## config.mk

```make
export PLATFORM = sky130hd
export DESIGN_NAME = alu_seq_ctrl
export DESIGN_NICKNAME = d
export VERILOG_FILES = /design/src/rtl/alu_seq_ctrl.sv
export SDC_FILE = /design/constraint.sdc
export NUM_CORES = 1
export LEC_CHECK = 0
export ABC_CLOCK_PERIOD_IN_PS = 2000
export CORE_ASPECT_RATIO = 0.9
export CORE_MARGIN = 4
export CORE_UTILIZATION = 35
export DETAILED_ROUTE_END_ITERATION = 16
export MAX_ROUTING_LAYER = met4
export PLACE_DENSITY = 0.85
export SYNTH_ARGS = -nofsm -noshare
export SYNTH_HDL_FRONTEND = slang
export SYNTH_SLANG_ARGS = --single-unit
```

## constraint.sdc

```tcl
create_clock -name clock -period 2 [get_ports clock]
set_input_delay 0.2 -clock clock [delete_from_list [all_inputs] [get_ports clock]]
set_output_delay 0.2 -clock clock [all_outputs]
set_load 0.01 [all_outputs]
```

## src/rtl/alu_seq_ctrl.sv

```systemverilog
// Sequencer that arbitrates two requesters onto one shared multi-cycle ALU and registers its result.
// Optional round-robin arbitration is enabled by defining ALU_SEQ_CTRL_RR_EN (fixed priority to requester 0 otherwise).
module alu_seq_ctrl #(
   parameter int MUL_CYCLES = 4,
   parameter int DIV_CYCLES = 8
) (
   input  logic        clock,
   input  logic        clear_n,
   input  logic        req0_valid,
   input  logic        req1_valid,
   input  logic [4:0]  req0_op,
   input  logic [4:0]  req1_op,
   input  logic [31:0] req0_a,
   input  logic [31:0] req0_b,
   input  logic [31:0] req1_a,
   input  logic [31:0] req1_b,
   output logic        req0_ready,
   output logic        req1_ready,
   output logic [4:0]  alu_op,
   output logic [31:0] alu_a,
   output logic [31:0] alu_b,
   input  logic [63:0] alu_result,
   output logic [31:0] lo,
   output logic [31:0] hi,
   output logic        resp_valid,
   output logic        resp_id,
   output logic        resp_err
);

   localparam logic [1:0] S_IDLE = 2'd0;
   localparam logic [1:0] S_EXEC = 2'd1;
   localparam logic [1:0] S_DONE = 2'd2;

   localparam logic [4:0] OP_MUL = 5'b01111;
   localparam logic [4:0] OP_DIV = 5'b10000;

   logic [1:0]  state;
   logic [3:0]  count;
   logic        owner;
   logic        gnt1;
   logic        accept;
   logic        fin_err;
   logic [4:0]  sel_op;
   logic [31:0] sel_a;
   logic [31:0] sel_b;

   function automatic logic cmd_err(input logic [4:0] op, input logic [31:0] b);
      logic legal;
      legal = (op >= 5'd3 && op <= 5'd11) || (op >= 5'd15 && op <= 5'd18);
      return !legal || (op == OP_DIV && b == 32'd0);
   endfunction

   function automatic logic [3:0] cmd_cycles(input logic [4:0] op, input logic [31:0] b);
      logic [3:0] l;
      l = 4'd1;
      if (!cmd_err(op, b)) begin
         if (op == OP_MUL)      l = 4'(MUL_CYCLES);
         else if (op == OP_DIV) l = 4'(DIV_CYCLES);
      end
      return l;
   endfunction

`ifdef ALU_SEQ_CTRL_RR_EN
   // prio names the requester that wins the next contention; it flips away from whoever was just served
   logic prio;
   assign gnt1 = req1_valid && (!req0_valid || prio);
`else
   assign gnt1 = req1_valid && !req0_valid;
`endif

   assign req0_ready = clear_n && (state == S_IDLE) && req0_valid && !gnt1;
   assign req1_ready = clear_n && (state == S_IDLE) && gnt1;
   assign accept     = req0_ready || req1_ready;

   assign sel_op  = gnt1 ? req1_op : req0_op;
   assign sel_a   = gnt1 ? req1_a  : req0_a;
   assign sel_b   = gnt1 ? req1_b  : req0_b;
   assign fin_err = cmd_err(alu_op, alu_b);

   always_ff @(posedge clock) begin
      if (!clear_n) begin
         state      <= S_IDLE;
         count      <= 4'd0;
         owner      <= 1'b0;
         alu_op     <= 5'd0;
         alu_a      <= 32'd0;
         alu_b      <= 32'd0;
         lo         <= 32'd0;
         hi         <= 32'd0;
         resp_valid <= 1'b0;
         resp_id    <= 1'b0;
         resp_err   <= 1'b0;
`ifdef ALU_SEQ_CTRL_RR_EN
         prio       <= 1'b0;
`endif
      end else begin
         resp_valid <= 1'b0;
         case (state)
            S_IDLE: begin
               if (accept) begin
                  alu_op <= sel_op;
                  alu_a  <= sel_a;
                  alu_b  <= sel_b;
                  owner  <= gnt1;
                  count  <= cmd_cycles(sel_op, sel_b) - 4'd1;
                  state  <= S_EXEC;
`ifdef ALU_SEQ_CTRL_RR_EN
                  prio   <= !gnt1;
`endif
               end
            end
            S_EXEC: begin
               if (count == 4'd0) begin
                  // error completions never expose the ALU output
                  lo         <= fin_err ? 32'd0 : alu_result[31:0];
                  hi         <= fin_err ? 32'd0 : alu_result[63:32];
                  resp_err   <= fin_err;
                  resp_id    <= owner;
                  resp_valid <= 1'b1;
                  state      <= S_DONE;
               end else begin
                  count <= count - 4'd1;
               end
            end
            S_DONE:  state <= S_IDLE;
            default: state <= S_IDLE;
         endcase
      end
   end

endmodule

```

==> summary.txt, run 1 <==
Timing
  – Clock skew: around 17 ps
  – Hold Violations, Final: 0
  – Max-slew violation count: 0
  – Post-route setup TNS: -3.35 ps
  – Max frequency: 0.499 GHz
  – Min Tclk post-route: about 2000 ps
  – Slew HR: 66.4%
  – WHS: approximately 170 ps
  – Slew @ Worst Pin: between 500 and 600 ps
  – Part of the cycle the worst path needs: 100%
  – Setup ws final: -3.35 ps
  – Final setup viols: 1

Min path
  – Hold Crit Endpoint: resp_valid$_SDFF_PN0_
  – Hold Crit Depth: 3
  – HP Start: clear_n
  – Worst hold path class: in -> reg

Global routing
  – Largest net degree at the start of global routing: 65
  – Tot GR Track Use: 22.6%
  – Global-route wire length before repair: ~34 mm
  – Vias in the first global route: between 6000 and 7000
  – Overflow after GRT: 0
  – Initial antenna violation count: 2

Synth
  – Post-synthesis compound-gate area fraction: roughly 22%
  – Simple-Gate Fraction of Synth Area: 11.9%
  – Main synth FF type: dfxtp_1
  – Adder-cell share of the synthesized area: less than 1%
  – Number of synthesis warnings: 0
  – Cells after synthesis: between 500 and 600
  – Post-synth EDFFs: 0
  – Post-Synth XOR/XNOR Area: 0%
  – Share of flip-flops with an asynchronous set or reset: 0%
  – Mux share of post-synthesis cell area: 12.2%
  – Seq/Total Area, Yosys: between 40% and 50%
  – FF+latch count, synth: 143
  – Mapped Area: a little over 6000 um2
  – Synth cell types: between 40 and 50
  – Syn Area/Cell: 10.9 um2
  – Post-Syn Nets: 764
  – Main combinational cell family by area after synthesis: compound AO/OA/AOI/OAI gates

Worst setup path
  – Slowest stage delay, CP: about 530 ps
  – Worst reg-to-reg setup slack: around 70 ps
  – Required @ worst endpoint: between 2000 and 2500 ps
  – R2r startpoint: alu_b[26]$_SDFFE_PN0P_
  – Worst-path cell chain: clkdlybuf4s50_1, nor4_2, nand3_1, or4_4, nand3_2, nand2_2, ha_4, and3b_1, mux2i_1, a21boi_1
  – Crit start category: input pin
  – Reg-to-reg endpoint: hi[31]$_SDFFE_PN0P_
  – Critical Path Slowest Stage Cell: or4_4
  – Data arrival time of the critical path: about 2300 ps
  – Critical path type: in -> reg
  – Worst Path Max Fanout: 4
  – CP Capture Type: register
  – Reg2reg path depth: 8

Detailed routing
  – Drt initial violations: between 200 and 300
  – Pre-Repair DR Iteration Count: 4
  – Post-Route WL: between 20 and 25 mm
  – Routed vias/inst: ~5.1
  – Antenna viol nets, final: 0
  – Vias: 6000
  – # DRC: 0
  – DR WL/cell: around 19 um

Layout
  – Filler Cell Count: around 1300
  – Fin nets: ~1100
  – Area grow syn2layout: 77.1%
  – Layout cells sized above 1: approximately an eighth
  – Layout Utilization: between 60% and 70%

Floorplanning
  – Row cnt: 45
  – Die width: roughly 150 um
  – # IOs: approximately 340
  – Die Ht: about 130 um
  – Initial core utilization: between 30% and 40%
  – Die ar.: 19500 um2
  – Core area: 16900 um2

Pwr
  – Leak: between 5 and 6 nW
  – Worst VDD drop: approximately 0.48 mV
  – P per Cell Area: roughly 770 nW/um2

Clock network
  – Clock slew at reported path FFs: approximately 60 ps
  – Number of CTS-inserted buffers: 17
  – Clock root buffer master: clkbuf_16
  – Post-cts hold buffer count: 0
  – TritonCTS clock tree: done
  – Largest buffer count on any clock path: 2
  – Num Clock Sinks: roughly 140
  – Clock H-tree levels: 4
  – Worst-Skew Late Latency: between 400 and 500 ps

Flow run
  – Max-cap viol count: 0

Place
  – GP Congestion: between 0.9 and 1
  – DP HPWL: between 15 and 20 mm
  – Port Buffers: 343

Outcome
  – Failing checks: negative setup slack
  – Outcome: finished with violations
-- sequential cells by signal (all words and copies together), names as in the netlist --
name / flops
hi: 32
lo: 32
resp_valid: 1
owner: 1
resp_err: 1
count: 4
state: 2
alu_a: 32
resp_id: 1
alu_op: 5
alu_b: 32
-- worst max-delay path by stage --
| stage | startpoint | endpoint | slack, ps |
|---|---|---|---|
| 6_report | req1_b[6] | count[2]$_SDFFE_PN0P_ | -3 |
| 5_1_grt | req1_b[6] | count[2]$_SDFFE_PN0P_ | -60 |
| 4_1_cts | req1_b[22] | count[2]$_SDFFE_PN0P_ | -80 |
| 3_5_place_dp | req1_b[31] | count[2]$_SDFFE_PN0P_ | -690 |
| 3_3_place_gp | req1_b[31] | count[2]$_SDFFE_PN0P_ | -700 |
| 2_1_floorplan | req1_b[22] | count[2]$_SDFFE_PN0P_ | 10 |
-- stage by stage --
stage,instance area (um2),instances,setup WS [ps],power (mW)
6_report,10700,1180,-3.35,8.26
5_1_grt,10700,1180,-56.5,8.61
4_1_cts,10600,1176,-76.2,8.33
3_5_place_dp,9960,1144,-694,5.01
3_3_place_gp,9960,1144,-703,4.99
2_1_floorplan,6070,557,12.1,3.94
-- synthesized netlist by cell type (all sizes together) (2+ instances only) --
cell,number,share of area (%)
dfxtp,143,47
nand2,76,4.7
mux2i,74,12
o211a,70,12
a22o,64,9.3
buf,35,5.2
nor4,24,2.5
clkbuf,11,0.85
nor2,10,0.89
nand3,6,0.49
and2,4,0.47
nor3,4,0.33
o21ai,4,0.33
nand4,3,0.31
nor2b,3,0.31
or4,3,0.43
a21oi,2,0.16
a22oi,2,0.25
inv,2,0.12
nor4b,2,0.29
-- cells in the final DEF, fill, tap and decap left out, drive strengths merged, types with 2 or more instances in the layout --
master         netlist  routed
bufinv               0       2
a22o                64      64
nor2                10      10
mux2i               74      74
nor4b                2       2
nor2b                3       3
clkdlybuf4s50        0     322
inv                  2      12
dlygate4sd2          0       3
nand2               76      76
diode                0       2
or4                  3       3
a21oi                2       2
clkbuf              11      18
buf                 35      58
a22oi                2       2
o211a               70      70
dfxtp              143     143
clkinvlp             0       2
and2                 4       4
nand3                6       6
nor4                24      24
o21ai                4       4
nor3                 4       4
nand4                3       3
dlymetal6s2s         0      17
-- per-layer routing --
metal  track usage (%)  vias up  part of all wire (%)
met5                 -        -                     0
met4              6.43        0                   1.6
met3              6.23       25                   7.5
met2              39.8      288                    52
met1              25.0     2838                    39
li1                  -     2849                     -
-- timing repair --
action | CTS | global route
endpoints found under the setup margin | 4 | 28
setup buffers | 0 | 2
resized for setup | 11 | 32
pin swaps | 4 | 13
-- logic make-up (layout without fill, tap and decap cells) --
| kind of cell | after synthesis | in the layout |
|---|---|---|
| fa+ha+maj | 1 | 1 |
| flops | 143 | 143 |
| other cells | 0 | 2 |
| mux | 74 | 74 |
| compound gates | 148 | 148 |
| buf+inv | 48 | 434 |
| simple gates | 143 | 143 |
-- final cells by class --
cell class	instances	area, um2	share of cell area, %
diodes	2	5.00	0.0466
repair buffers	400	4000	37.2
inverters	2	7.51	0.0699
clock buffers	18	439	4.09
clock inverters	14	168	1.56
multi-input cells	366	2970	27.7
well taps	235	294	2.74
flip-flops and latches	143	2860	26.6
-- report_power, final --
part / internal, mW / total [mW] / switching, mW
logic: 1.06 / 1.78 / 0.716
clock network: 1.92 / 3.28 / 1.36
registers: 3.05 / 3.20 / 0.149
-- worst max-delay path: cells and delay by family --
kind,cells,cell delay [ps]
mux,1,120
compound gates,1,80
fa+ha+maj,1,170
simple gates,6,1280
buf+inv,1,460
(Power assumes the default switching activity.)
==> run 2: changes to the inputs <==
CTS_BUF_LIST = sky130_fd_sc_hd__clkbuf_16   (was not set)
CTS_CLUSTER_SIZE = 12   (was not set)
PLACE_DENSITY = not set   (was 0.85)
PLACE_DENSITY_LB_ADDON = 0.1   (was not set)
==> run 2 against run 1 <==
Against the previous run: the run now ends clean; worst setup slack better by 74 ps; sequential share of layout area is 0.10 points higher; global-route usage is 1.3 points lower; register-to-register slack hardly changed; wire length is 5.4% lower; worst hold slack worse by 18 ps; power is 2.3% lower; utilization is 0.18 points lower; clock power is 5% lower; clock-buffer cell count is 1 lower; fmax is 3.8% higher; critical endpoint unchanged.
==> summary.txt, run 2 (same netlist as run 1, synthesis figures left out) <==
Place
  – Pre-CTS setup slack: -843 ps (-149 ps)
  – GP Congestion: 0.884 (-5.2%)
  – Post-DP Area: 9810 um2 (-1.5%)
  – DP HPWL: 16.1 mm (-5.9%)
  – Port Buffers: 343 (unchanged)

Timing
  – Post-route setup TNS: 0 ps (+3.35 ps)
  – Min Tclk post-route: 1930 ps (-73.7 ps)
  – Part of the cycle the worst path needs: 96.5% (-3.7 points)
  – Setup ws final: 70.3 ps (+73.7 ps)
  – WHS: 152 ps (-18.3 ps)
  – Slew @ Worst Pin: 831 ps (+328 ps)
  – Unrepaired setup endpoints after global routing: true
  – Max frequency: 0.518 GHz (+3.8%)
  – Slew HR: 44.6% (-22 points)
  – Max-slew violation count: 0 (unchanged)
  – Final setup viols: 0 (-1)
  – Hold Violations, Final: 0 (unchanged)
  – Clock skew: 12.6 ps (-4.70 ps)

Min path
  – Hold Crit Endpoint: resp_valid$_SDFF_PN0_
  – Worst hold path class: in -> reg
  – Hold Crit Depth: 3 (unchanged)
  – HP Start: clear_n

Floorplanning
  – Initial core utilization: 35.8% (unchanged)
  – # IOs: 344 (unchanged)
  – Core area: 16900 um2 (unchanged)
  – Die width: 147 um (unchanged)
  – Row cnt: 45 (unchanged)
  – Die Ht: 133 um (unchanged)
  – Die ar.: 19500 um2 (unchanged)

Clock network
  – TritonCTS clock tree: done
  – Largest buffer count on any clock path: 2 (unchanged)
  – Num Clock Sinks: 143 (unchanged)
  – Clock H-tree levels: 4 (unchanged)
  – Worst-Skew Late Latency: 420 ps (about the same)
  – Clock slew at reported path FFs: 60 ps (about the same)
  – Number of CTS-inserted buffers: 17 (unchanged)
  – Post-cts hold buffer count: 0 (unchanged)
  – Clock root buffer master: clkbuf_16

Worst setup path
  – Critical path type: in -> reg
  – Critical Path Slowest Stage Cell: or4_4
  – Worst Path Max Fanout: 4 (unchanged)
  – Crit start category: input pin
  – Most frequent CP cell: or4_4
  – CP Capture Type: register
  – Worst reg-to-reg setup slack: 80 ps (about the same)
  – WP buf/inv: 1 (unchanged)
  – Reg-to-reg endpoint: hi[31]$_SDFFE_PN0P_
  – Worst-path cell chain: dlygate4sd2_1, or4_4, or4_4, nand3_2, nand2_2, ha_4, and2_1, a22oi_2, a21boi_1
  – Slowest stage delay, CP: 540 ps (about the same)
  – Reg2reg path depth: 6 (-2)
  – Data arrival time of the critical path: 2220 ps (-90 ps)
  – Worst path top cell family by delay: simple AND/OR/NAND/NOR gates
  – Required @ worst endpoint: 2290 ps (-20 ps)
  – R2r startpoint: count[3]$_SDFFE_PN0P_

Pwr
  – Worst VDD drop: 0.585 mV (+22%)
  – Leak: 5.25 nW (+1.9%)
  – P per Cell Area: 754 nW/um2 (-2.0%)

Layout
  – Most common cell after layout, fill and taps aside: clkdlybuf4s50_1
  – Fin nets: 1121 (-1.4%)
  – Layout cells sized above 1: 13.5% (+0.12 points)
  – Multi-input combinational cell area: 3090 um2 (+3.8%)
  – Area grow syn2layout: 76.6%
  – Layout Utilization: 63.2% (-0.18 points)
  – Filler Cell Count: 1344 (+1.4%)
  – N_diodes: 0 (-2)
  – Register area: 2870 um2 (about the same)
  – Most frequent cells in the layout: clkdlybuf4s50_1, dfxtp_1, nand2_1, mux2i_1, o211a_1
  – Fin area: 10700 um2 (-0.29%)

Global routing
  – Global-route wire length before repair: 32.0 mm (-5.6%)
  – Tot GR Track Use: 21.2% (-1.3 points)
  – Initial antenna violation count: 0 (-2)
  – Overflow after GRT: 0 (unchanged)
  – Vias in the first global route: 6120 (-1.1%)
  – Largest net degree at the start of global routing: 80 (+23%)

Detailed routing
  – Post-Route WL: 21.3 mm (-5.4%)
  – # DRC: 0 (unchanged)
  – Drt initial violations: 204 (-25%)
  – Vias: 5883 (-2.0%)
  – Pre-Repair DR Iteration Count: 4 (unchanged)
  – DR WL/cell: 18.3 um (-3.9%)
  – Antenna viol nets, final: 0 (unchanged)
  – Routed vias/inst: 5.06 (-0.43%)

Outcome
  – Outcome: complete, no violations

Flow run
  – Max-cap viol count: 0 (unchanged)
## run 2: cell types whose count changed in the layout (fill, tap and decap cells not counted), moves of 4 or more
cell and change:
buf_4 -14, clkdlybuf4s50_1 -23, clkinv_4 +4, dlymetal6s2s_1 +17
inv_6 -5, nor4_1 -7, nor4_4 +4
## run 2: metal layers
layer  vias to the layer above  global-route usage, %  wire length, um
li1                       2809                      -                -
met4                         0                   7.26              584
met3                        39                   7.47             1670
met2                       236                   36.4            10600
met5                         -                      -                0
met1                      2799                   22.8             8450
## run 2: repair_timing
item	in CTS	in global routing
endpoints found under the hold margin	0	0
pin swaps	10	25
gates resized for setup	22	69
endpoints found under the setup margin	58	64
setup buffers	1	0
cloned	0	0
## run 2: worst register-to-register path, delay by kind of cell (launching register included)
kind | cells | cell delay, ps
flip-flops | 1 | 310
AND/OR/NAND/NOR | 3 | 910
AO/OA/AOI/OAI | 1 | 280
buffers and inverters | 2 | 320
## run 2: power breakdown
group / total [mW] / switching (mW) / internal, mW
Sequential: 3.20 / 0.148 / 3.05
Combinational: 1.75 / 0.717 / 1.04
Clock: 3.12 / 1.27 / 1.85
## run 2: area by class of cell
cell class	count	area share (%)
timing repair buffer	384	36.2
multi-input combinational	366	28.8
clock inverter	15	1.49
tap	235	2.74
clock buffer	17	3.97
inverter	2	0.0701
sequential	143	26.7
## run 2: worst max path at each step
stage                    start                     to  slack [ps]  cells past startpoint
global route         req0_b[0]  count[2]$_SDFFE_PN0P_         -40                     10
finish              req1_b[16]  count[2]$_SDFFE_PN0P_          70                      9
detailed placement  req1_b[31]  count[2]$_SDFFE_PN0P_        -840                     11
floorplan           req1_b[22]  count[2]$_SDFFE_PN0P_          10                      8
CTS                 req1_b[18]  count[2]$_SDFFE_PN0P_         -60                     10
global placement    req1_b[31]  count[2]$_SDFFE_PN0P_        -770                     11
## run 2: metrics by stage
step	total power [mW]	cells
2_1_floorplan	3.94	557
3_3_place_gp	4.93	1129
3_5_place_dp	4.96	1129
4_1_cts	8.13	1162
5_1_grt	8.43	1162
6_report	8.08	1162
==> run 3: changes to the inputs <==
SKIP_CTS_REPAIR_TIMING = 1   (was not set)
==> run 3 against run 2 <==
Against the previous run: register-to-register slack lost 20 ps; flip-flop and latch count is the same; worst hold slack lost 9.3 ps; the run now ends with negative setup slack left; clock skew is essentially flat; largest power group unchanged; worst setup slack got worse by 180 ps; critical path depth stayed put; utilization down 0.92 points; first-iteration DRC count up 1.5%.
==> summary.txt, run 3 (same netlist as run 1, synthesis figures left out) <==
Floorplanning
  – Initial core utilization: 35.8% (unchanged)
  – # IOs: 344 (unchanged)
  – Row cnt: 45 (unchanged)
  – Die ar.: 19500 um2 (unchanged)
  – Die width: 147 um (unchanged)
  – Core area: 16900 um2 (unchanged)
  – Die Ht: 133 um (unchanged)

Clock network
  – Number of CTS-inserted buffers: 17 (unchanged)
  – TritonCTS clock tree: done
  – Worst-Skew Late Latency: 420 ps (about the same)
  – Clock H-tree levels: 4 (unchanged)
  – Clock root buffer master: clkbuf_16
  – Clock slew at reported path FFs: 60 ps (about the same)
  – Largest buffer count on any clock path: 2 (unchanged)
  – Num Clock Sinks: 143 (unchanged)

Global routing
  – Global-route wire length before repair: 31.9 mm (-0.32%)
  – Tot GR Track Use: 21.1% (-0.097 points)
  – Largest net degree at the start of global routing: 80 (unchanged)
  – Overflow after GRT: 0 (unchanged)
  – Initial antenna violation count: 0 (unchanged)
  – Vias in the first global route: 6111 (-0.15%)

Worst setup path
  – Most frequent CP cell: or4_4
  – WP buf/inv: 1 (unchanged)
  – Required @ worst endpoint: 2300 ps (about the same)
  – Critical path type: in -> reg
  – Data arrival time of the critical path: 2410 ps (+190 ps)
  – Worst path top cell family by delay: simple AND/OR/NAND/NOR gates
  – Slowest stage delay, CP: 530 ps (about the same)
  – R2r startpoint: state[0]$_SDFFE_PN0P_
  – Critical Path Slowest Stage Cell: or4_4
  – CP Capture Type: register
  – Crit start category: input pin
  – Worst Path Max Fanout: 4 (unchanged)
  – Crit path from: req1_b[19]
  – Worst-path cell chain: clkdlybuf4s50_1, or4_4, or4_4, nand3_2, nand2_1, ha_2, and3b_1, mux2i_1, a21boi_1

Pwr
  – Worst VDD drop: 0.585 mV (about the same)
  – P per Cell Area: 764 nW/um2 (+1.3%)
  – Leak: 4.98 nW (-5.2%)

Detailed routing
  – Routed vias/inst: 5.06 (about the same)
  – Vias: 5878 (-0.085%)
  – Pre-Repair DR Iteration Count: 5 (+1)
  – Post-Route WL: 20.9 mm (-1.8%)
  – Antenna viol nets, final: 0 (unchanged)
  – Drt initial violations: 207 (+1.5%)
  – # DRC: 0 (unchanged)
  – DR WL/cell: 18.0 um (-1.8%)

Timing
  – Setup ws final: -109 ps (-180 ps)
  – Unrepaired setup endpoints after global routing: true
  – Max-slew violation count: 0 (unchanged)
  – Hold Violations, Final: 0 (unchanged)
  – Slew @ Worst Pin: 817 ps (-14.7 ps)
  – Slew HR: 45.6% (+0.98 points)
  – Min Tclk post-route: 2110 ps (+180 ps)
  – Max frequency: 0.474 GHz (-8.5%)
  – Part of the cycle the worst path needs: 105% (+9.0 points)
  – Clock skew: 13.0 ps (+0.408 ps)
  – Final setup viols: 1 (+1)

Layout
  – Layout cells sized above 1: 11.5% (-1.9 points)
  – Area grow syn2layout: 74.0%
  – N_diodes: 0 (unchanged)
  – Non-filler instance count after layout: 1162 (unchanged)
  – Most frequent cells in the layout: clkdlybuf4s50_1, dfxtp_1, nand2_1, mux2i_1, o211a_1
  – Filler Cell Count: 1375 (+2.3%)
  – Fin nets: 1121 (unchanged)
  – Most common cell after layout, fill and taps aside: clkdlybuf4s50_1

Place
  – GP Congestion: 0.884 (unchanged)
  – Port Buffers: 343 (unchanged)
  – Pre-CTS setup slack: -843 ps (unchanged)
  – DP HPWL: 16.1 mm (unchanged)
  – Placed Cells: 1129 (unchanged)

Min path
  – Worst hold path class: in -> reg
  – HP Start: clear_n

Flow run
  – Max-cap viol count: 0 (unchanged)

Outcome
  – Outcome: finished with violations
  – Failing checks: negative setup slack
[run 3: cell types whose count changed in the layout (fill, tap and decap cells not counted), sizes merged]
| cell | before | now |
|---|---|---|
| clkdlybuf4s50 | 299 | 335 |
| clkbuf | 20 | 17 |
| dlygate4sd2 | 6 | 0 |
| dlymetal6s2s | 34 | 7 |
[run 3: worst paths after layout]
kind                                              end  slack (ps)  depth (start not counted)
worst min register to register  count[3]$_SDFFE_PN0P_         440                          2
worst min-delay path            resp_valid$_SDFF_PN0_         140                          3
worst max register to register  count[2]$_SDFFE_PN0P_          60                          9
worst max-delay path            count[2]$_SDFFE_PN0P_        -110                          9
[run 3: layout make-up]
cell class / count / area [um2] / share of cell area (%)
Sequential cell: 143 / 2860 / 27.1
Multi-Input combinational cell: 366 / 2980 / 28.2
Clock inverter: 15 / 160 / 1.52
Inverter: 2 / 7.51 / 0.0711
Clock buffer: 17 / 425 / 4.03
Timing Repair Buffer: 384 / 3830 / 36.3
Tap cell: 235 / 294 / 2.79
[run 3: where the power goes]
group          total, mW  internal [mW]  switching (mW)
logic               1.74           1.04           0.700
clock network       3.12           1.85            1.27
registers           3.20           3.05           0.149
total               8.06           5.95            2.12
[run 3: metal layers]
layer | vias to the layer above | track usage, % | routed length, um
met5 | - | - | 0
met4 | 0 | 7.16 | 527
met3 | 33 | 7.47 | 1690
met2 | 234 | 36.3 | 10500
met1 | 2795 | 22.7 | 8240
li1 | 2816 | - | -
[run 3: worst min-delay path: cells and delay by family]
kind | cells | cell delay [ps]
buffers and inverters | 2 | 190
and+or+nand+nor | 1 | 130
[run 3: per-stage QoR]
stage | TNS, ps | hold WS (ps) | area, um2 | total power [mW] | util, %
finish | -109 | 143 | 10600 | 8.06 | 62.3
global route | -975 | 133 | 10600 | 8.42 | 62.3
CTS | -4620 | 122 | 10400 | 8.11 | 61.3
detailed placement | -8100 | 442 | 9810 | 4.96 | 57.9
global placement | -5300 | 434 | 9810 | 4.93 | 57.9
floorplan | 0 | 333 | 6070 | 3.94 | -
